==> src/rtl/cpu_pkg.sv <==
// Shared opcode, micro-state and ALU mode definitions for the CPU core controller.
package cpu_pkg;

  // Micro-state codes, as seen on the state output.
  typedef enum logic [3:0] {
    ST_FETCH_PC   = 4'd0,
    ST_FETCH_INST = 4'd1,
    ST_HALT       = 4'd2,
    ST_JUMP       = 4'd3,
    ST_OUT_A      = 4'd4,
    ST_ALU_OP     = 4'd5,
    ST_RAM_A      = 4'd6,
    ST_RAM_B      = 4'd7,
    ST_LOAD_ADDR  = 4'd8,
    ST_STORE_A    = 4'd9,
    ST_LDI        = 4'd10,
    ST_NEXT       = 4'd11
  } state_t;

  // ALU modes, taken from opcode[5:3] of an ALU instruction.
  typedef enum logic [2:0] {
    ALU_ADD = 3'd0,
    ALU_SUB = 3'd1,
    ALU_INC = 3'd2,
    ALU_DEC = 3'd3,
    ALU_AND = 3'd4,
    ALU_OR  = 3'd5,
    ALU_XOR = 3'd6,
    ALU_NOT = 3'd7
  } alu_mode_t;

  localparam logic [7:0] OP_NOP = 8'h00;
  localparam logic [7:0] OP_LDA = 8'h01;
  localparam logic [7:0] OP_LDB = 8'h02;
  localparam logic [7:0] OP_STA = 8'h03;
  localparam logic [7:0] OP_JMP = 8'h04;
  localparam logic [7:0] OP_JEZ = 8'h05;
  localparam logic [7:0] OP_JNZ = 8'h06;
  localparam logic [7:0] OP_OUT = 8'h07;
  localparam logic [7:0] OP_HLT = 8'h0F;

  // LDI family: 00010rrr.
  function automatic logic is_ldi(input logic [7:0] op);
    return op[7:3] == 5'b00010;
  endfunction

  // ALU family: 01mmm000.
  function automatic logic is_alu(input logic [7:0] op);
    return (op[7:6] == 2'b01) && (op[2:0] == 3'b000);
  endfunction

endpackage

==> src/rtl/cpu_alu.sv <==
// Purely combinational ALU; carry out is no-borrow for the subtracting modes.
module cpu_alu
  import cpu_pkg::*;
#(
  parameter int WIDTH = 8
) (
  input  logic [WIDTH-1:0] i_a,
  input  logic [WIDTH-1:0] i_b,
  input  alu_mode_t        i_mode,
  output logic [WIDTH-1:0] o_y,
  output logic             o_cout
);

  localparam logic [WIDTH:0] ONE = (WIDTH+1)'(1);

  logic [WIDTH:0] w_ext;

  // One extra bit on arithmetic results carries the carry / borrow.
  always_comb begin
    w_ext  = '0;
    o_y    = '0;
    o_cout = 1'b0;
    unique case (i_mode)
      ALU_ADD: begin
        w_ext  = {1'b0, i_a} + {1'b0, i_b};
        o_y    = w_ext[WIDTH-1:0];
        o_cout = w_ext[WIDTH];
      end
      ALU_SUB: begin
        w_ext  = {1'b0, i_a} - {1'b0, i_b};
        o_y    = w_ext[WIDTH-1:0];
        o_cout = ~w_ext[WIDTH];
      end
      ALU_INC: begin
        w_ext  = {1'b0, i_a} + ONE;
        o_y    = w_ext[WIDTH-1:0];
        o_cout = w_ext[WIDTH];
      end
      ALU_DEC: begin
        w_ext  = {1'b0, i_a} - ONE;
        o_y    = w_ext[WIDTH-1:0];
        o_cout = ~w_ext[WIDTH];
      end
      ALU_AND: o_y = i_a & i_b;
      ALU_OR:  o_y = i_a | i_b;
      ALU_XOR: o_y = i_a ^ i_b;
      ALU_NOT: o_y = ~i_a;
      default: o_y = '0;
    endcase
  end

endmodule

==> src/rtl/cpu_core_ctrl.sv <==
// Micro-sequencer, instruction register and program counter of a small 8-bit CPU.
// The micro-state is a pure decode of (cycle, opcode); cycle is the only FSM register.
module cpu_core_ctrl
  import cpu_pkg::*;
#(
  parameter int WIDTH = 8
) (
  input  logic             clk,
  input  logic             reset,
  input  logic [WIDTH-1:0] data_in,
  input  logic [WIDTH-1:0] rega,
  input  logic [WIDTH-1:0] regb,
  output logic [3:0]       state,
  output logic [3:0]       cycle,
  output logic [WIDTH-1:0] opcode,
  output logic [WIDTH-1:0] pc,
  output logic [WIDTH-1:0] alu_out,
  output logic             alu_cout,
  output logic             eq_zero,
  output logic             jump_taken,
  output logic             halted
);

  logic [3:0]       r_cycle;
  logic [WIDTH-1:0] r_opcode;
  logic [WIDTH-1:0] r_pc;
  state_t           w_state;
  logic [7:0]       w_op;
  logic             w_jump;
  logic             w_pc_inc;

  assign w_op = r_opcode[7:0];

  // Decode micro-state from cycle and opcode; anything past the defined sequence is NEXT.
  always_comb begin
    w_state = ST_NEXT;
    if (r_cycle == 4'd0) begin
      w_state = ST_FETCH_PC;
    end else if (r_cycle == 4'd1) begin
      w_state = ST_FETCH_INST;
    end else if (w_op == OP_HLT) begin
      w_state = ST_HALT;
    end else if (w_op == OP_LDA || w_op == OP_LDB || w_op == OP_STA) begin
      case (r_cycle)
        4'd2:    w_state = ST_FETCH_PC;
        4'd3:    w_state = ST_LOAD_ADDR;
        4'd4:    w_state = (w_op == OP_LDA) ? ST_RAM_A :
                           (w_op == OP_LDB) ? ST_RAM_B : ST_STORE_A;
        default: w_state = ST_NEXT;
      endcase
    end else if (w_op == OP_JMP || w_op == OP_JEZ || w_op == OP_JNZ) begin
      case (r_cycle)
        4'd2:    w_state = ST_FETCH_PC;
        4'd3:    w_state = ST_JUMP;
        default: w_state = ST_NEXT;
      endcase
    end else if (w_op == OP_OUT) begin
      w_state = (r_cycle == 4'd2) ? ST_OUT_A : ST_NEXT;
    end else if (is_ldi(w_op)) begin
      case (r_cycle)
        4'd2:    w_state = ST_FETCH_PC;
        4'd3:    w_state = ST_LDI;
        default: w_state = ST_NEXT;
      endcase
    end else if (is_alu(w_op)) begin
      w_state = (r_cycle == 4'd2) ? ST_ALU_OP : ST_NEXT;
    end
  end

  assign eq_zero = (rega == '0);
  assign w_jump  = (w_state == ST_JUMP) &&
                   ((w_op == OP_JMP) ||
                    (w_op == OP_JEZ &&  eq_zero) ||
                    (w_op == OP_JNZ && !eq_zero));
  assign w_pc_inc = (w_state == ST_FETCH_INST) || (w_state == ST_LOAD_ADDR) ||
                    (w_state == ST_LDI) || (w_state == ST_JUMP);

  // Advance cycle, latch opcode, update pc; HALT freezes everything until reset.
  always_ff @(posedge clk or negedge reset) begin
    if (!reset) begin
      r_cycle  <= '0;
      r_opcode <= '0;
      r_pc     <= '0;
    end else begin
      if (w_state == ST_NEXT)      r_cycle <= '0;
      else if (w_state != ST_HALT) r_cycle <= r_cycle + 4'd1;
      if (w_state == ST_FETCH_INST) r_opcode <= data_in;
      if (w_jump)        r_pc <= data_in;
      else if (w_pc_inc) r_pc <= r_pc + WIDTH'(1);
    end
  end

  cpu_alu #(.WIDTH(WIDTH)) u_alu (
    .i_a    (rega),
    .i_b    (regb),
    .i_mode (alu_mode_t'(r_opcode[5:3])),
    .o_y    (alu_out),
    .o_cout (alu_cout)
  );

  assign state      = w_state;
  assign cycle      = r_cycle;
  assign opcode     = r_opcode;
  assign pc         = r_pc;
  assign jump_taken = w_jump;
  assign halted     = (w_state == ST_HALT);

endmodule

==> config.mk <==
export PLATFORM = sky130hd
export DESIGN_NAME = cpu_core_ctrl
export DESIGN_NICKNAME = d
export VERILOG_FILES = /design/src/rtl/cpu_pkg.sv /design/src/rtl/cpu_alu.sv /design/src/rtl/cpu_core_ctrl.sv
export SDC_FILE = /design/constraint.sdc
export NUM_CORES = 1
export LEC_CHECK = 0
export CAP_MARGIN = 20
export CELL_PAD_IN_SITES_DETAIL_PLACEMENT = 0
export CELL_PAD_IN_SITES_GLOBAL_PLACEMENT = 1
export CORE_MARGIN = 2
export CORE_UTILIZATION = 35
export DETAILED_ROUTE_END_ITERATION = 7
export GPL_TIMING_DRIVEN = 0
export PLACE_DENSITY_LB_ADDON = 0.1
export SETUP_SLACK_MARGIN = 0.05
export SLEW_MARGIN = 20
export SYNTH_ARGS = -nofsm -noshare
export SYNTH_HDL_FRONTEND = slang
export SYNTH_SLANG_ARGS = --single-unit
==> constraint.sdc <==
create_clock -name clk -period 5.1 [get_ports clk]
set_input_delay 0.765 -clock clk [delete_from_list [all_inputs] [get_ports clk]]
set_output_delay 0.765 -clock clk [all_outputs]
set_load 0.02 [all_outputs]
==> results.md <==
- remaining antenna violation count: 0
- PnR worst setup slack: 0.287 ns
- share of the synthesized area in the top cell type: 0.165
- largest fanout of any net on the critical path: 7
- part of the power in registers: 0.156
- worst IR drop on VDD: 0.203 mV
- Synthesized Nets: 457
- detailed-route via count: 3301
- count of pins over their slew limit: 0
- count of antenna diodes in the layout: 0
- post-synthesis share of cell area spent on and, or, nand and nor gates: 0.224
- number of remaining DRC errors: 0
- TritonCTS clock tree: built
- ranking of synthesized cells by instance count: 37 x sky130_fd_sc_hd__inv_1, 31 x sky130_fd_sc_hd__ha_1, 29 x sky130_fd_sc_hd__nand2_1
- max frequency: 208 MHz
- Clock Tree Root: sky130_fd_sc_hd__clkbuf_8
- average size of a mapped cell: 7.64 um2
- PnR Total Power: 2190 uW
- category of the most critical setup path: input pin to primary output
- transition time at the pin with the least slew margin: 0.933 ns
- final global-route overflow total: 0
- last weighted congestion value of the routability-driven placer: 0.859
- Area Overhead vs Synth: 27.5%
- mux contribution to synthesized area: 0.0391
- synthesized instance count: 398
- count of distinct cell types in the synthesized netlist: 70
- dominant delay contributor by cell family on the critical path: buffers and inverters
- number of buffer cells added on primary ports: 61
- area share of fa/ha/maj cells after synthesis: 0.141
- maximum clock insertion buffer count: 2
- number of placement rows: 34
- critical path endpoint category: primary output
- number of cells on the worst hold path: 2
- largest family of logic cells by synthesized area: compound AO/OA/AOI/OAI gates
- Required @ worst endpoint: 4.34 ns
- class of the tightest hold or removal check: register to register
- DR vias/cell: 5.76
- wire length of the first global-routing pass: 16200 um
- top_reg_cell synth: sky130_fd_sc_hd__dfrtp_1
- most numerous cell in the Yosys netlist: sky130_fd_sc_hd__inv_1
- global router's overall resource usage: 0.203
- Hold Vio Cnt, Final: 0
- sw frac: 0.525
- fraction of layout instances using a drive strength above 1: 0.0688
- WP data arrival: 4.05 ns
- sum of routed wire length over all layers: 9680 um
- drt first-iter violations: 168
- Critical-path top delay cell: sky130_fd_sc_hd__clkdlybuf4s50_1
- switching power summed over all nets: 1150 uW
- Synth area leader: sky130_fd_sc_hd__dfrtp_1
- MaxCap Viol Count: 0
- part of the Yosys area used for sequential elements: 0.165
- worst slew margin relative to its limit: 0.376
- area of the die: 9450 um2
- cells on worst reg2reg path: 9
- post-synthesis share of cell area spent on xor and xnor gates: 0.0230
- share of the clock period used by the worst path: 0.944
- via count of the first global-routing pass: 3209
- power share of the combinational group: 0.768
- die height: 97.2 um
- pre-CTS setup slack: -0.0710 ns
- startpoint of the lowest-slack register-to-register path: opcode[3]
- pwr dens: 565 nW/um2
- total half-perimeter wirelength after legalization and detailed placement: 7550 um
- initial core utilization: 0.356
- Hold-fix buffers, CTS: 0
- # IOs: 62
- Post-Route Skew: 0.00279 ns
- router iterations before antenna repair: 4
- Hold Path End: cycle[1]
- number of antenna violations at the first check in global routing: 0
- pin count of the biggest net entering global routing: 21
- share of flip-flops with an asynchronous set or reset: 1.00
- run status: completed
- power share of the clock group: 0.075
- clock edge transition at the registers on the reported setup and hold paths: 0.08 ns
- setup slack on the worst flop-to-flop path: 1.88 ns
- CTS Buf Count: 3
- Clock Latency Late Sink: 0.27 ns
- setup violation total in the final timing report: 0
- chip width: 97.2 um
- post-synthesis register bit count: 20
- dpl cells: 567
- unrepaired setup endpoints after global routing: no
- combined area of all synthesized cells: 3040 um2
- critical path cell sequence: clkdlybuf4s50_1 -> inv_2 -> ha_1 -> or3b_1 -> clkbuf_1 -> o21ai_1 -> nor4b_2 -> nand3b_1 -> or3_1 -> buf_2 -> inv_2 -> clkdlybuf4s50_1
- count of placed standard cells in the final layout, fillers left out: 573
- critical path buffer and inverter count: 6
- number of warnings reported in the yosys synthesis log: 0
- startpoint of the most critical hold path: cycle[1]
- biggest area contributors in the synthesized netlist: sky130_fd_sc_hd__dfrtp_1 16%, sky130_fd_sc_hd__ha_1 13%, sky130_fd_sc_hd__inv_1 4.6%
- destination of the worst register-to-register timing path: pc[1]
- clock period minus final worst setup slack: 4.81 ns
- CP peak stage delay: 0.62 ns
- routed length per instance: 16.9 um
- net count of the finished layout: 525
- post-synthesis compound-gate area fraction: 0.328
- Int Pwr: 1040 uW
- crit start category: input pin
- number of clock sinks: 20
- Post-synth EDFFs: 0
- H-Tree Depth: 1
- placeable core area: 8550 um2
- static leakage power: 0.00159 uW
- final-layout fill cell count: 904
-- per-stage QoR --
| stage | setup TNS [ns] | hold WS [ns] | area [um2] | utilization |
|---|---|---|---|---|
| final | 0 | 0.613 | 3880 | 0.453 |
| after global routing | 0 | 0.669 | 3880 | 0.453 |
| after CTS | 0 | 0.610 | 3860 | 0.452 |
| after detailed placement | -0.0710 | 0.588 | 3790 | 0.443 |
| after global placement | -0.0646 | 0.588 | 3790 | 0.443 |
| after floorplan | 0 | 0.469 | 3040 | - |
-- state kept, by name, indices dropped and copies added (netlist names) --
register / flops
cycle: 4
opcode: 8
pc: 8
-- cell type report --
type                       instances  area (um2)  area share
inverter                          42         158      0.0407
sequential                        20         500       0.129
clock buffer                       3        41.3      0.0107
timing repair buffer              63         623       0.161
multi-input combinational        315        2300       0.593
buffer                            21        88.8      0.0229
tap                              108         135      0.0349
clock inverter                     1        30.0     0.00775
-- metal layers --
metal | track usage | share of wire
met5 | 0 | 0
met4 | 0.0607 | 0.014
met3 | 0.0129 | 0.032
met1 | 0.269 | 0.46
met2 | 0.355 | 0.50
-- worst max-delay path by stage --
stage / from / end / slack, ns / cells after the start
global placement: rega[1] / jump_taken / -0.06 / 12
floorplan: rega[1] / jump_taken / 1.57 / 10
detailed placement: rega[1] / jump_taken / -0.07 / 12
CTS: rega[1] / jump_taken / 0.08 / 12
global route: rega[1] / jump_taken / 0.07 / 12
finish: rega[1] / jump_taken / 0.29 / 12
-- cell families after synthesis --
group           after synthesis
buf+inv                      63
compound gates              139
xor+xnor                      8
fa+ha+maj                    33
simple gates                125
mux                          10
flops                        20
-- power groups by stage --
stage / combinational [uW] / sequential [uW] / clock, uW
final: 1680 / 343 / 165
after global routing: 1840 / 359 / 177
after CTS: 1680 / 341 / 168
after detailed placement: 1670 / 343 / 0
after global placement: 1670 / 342 / 0
after floorplan: 1020 / 385 / 0
-- timing repair --
action | in CTS | in global routing
buffers inserted | 1 | 0
gates resized for setup | 0 | 2
endpoints found under the setup margin | 1 | 1
pin swaps | 1 | 0
-- tightest hold or removal path: stages (launching register included) --
cell                      delay (ns)
sky130_fd_sc_hd__dfrtp_1        0.45
sky130_fd_sc_hd__nand2_1        0.06
sky130_fd_sc_hd__o21ai_0        0.07
-- layout by cell type, fill, tap and decap left out, drive strengths merged, types with 14 or more instances in the layout --
cell	Yosys	layout
ha	31	31
dfrtp	20	20
nand2	30	30
clkbuf	16	20
nor3	14	14
nor2	24	24
o21ai	23	23
clkdlybuf4s50	0	61
inv	40	40
a21oi	23	23
Note: power is estimated with default switching activity, not from simulation.
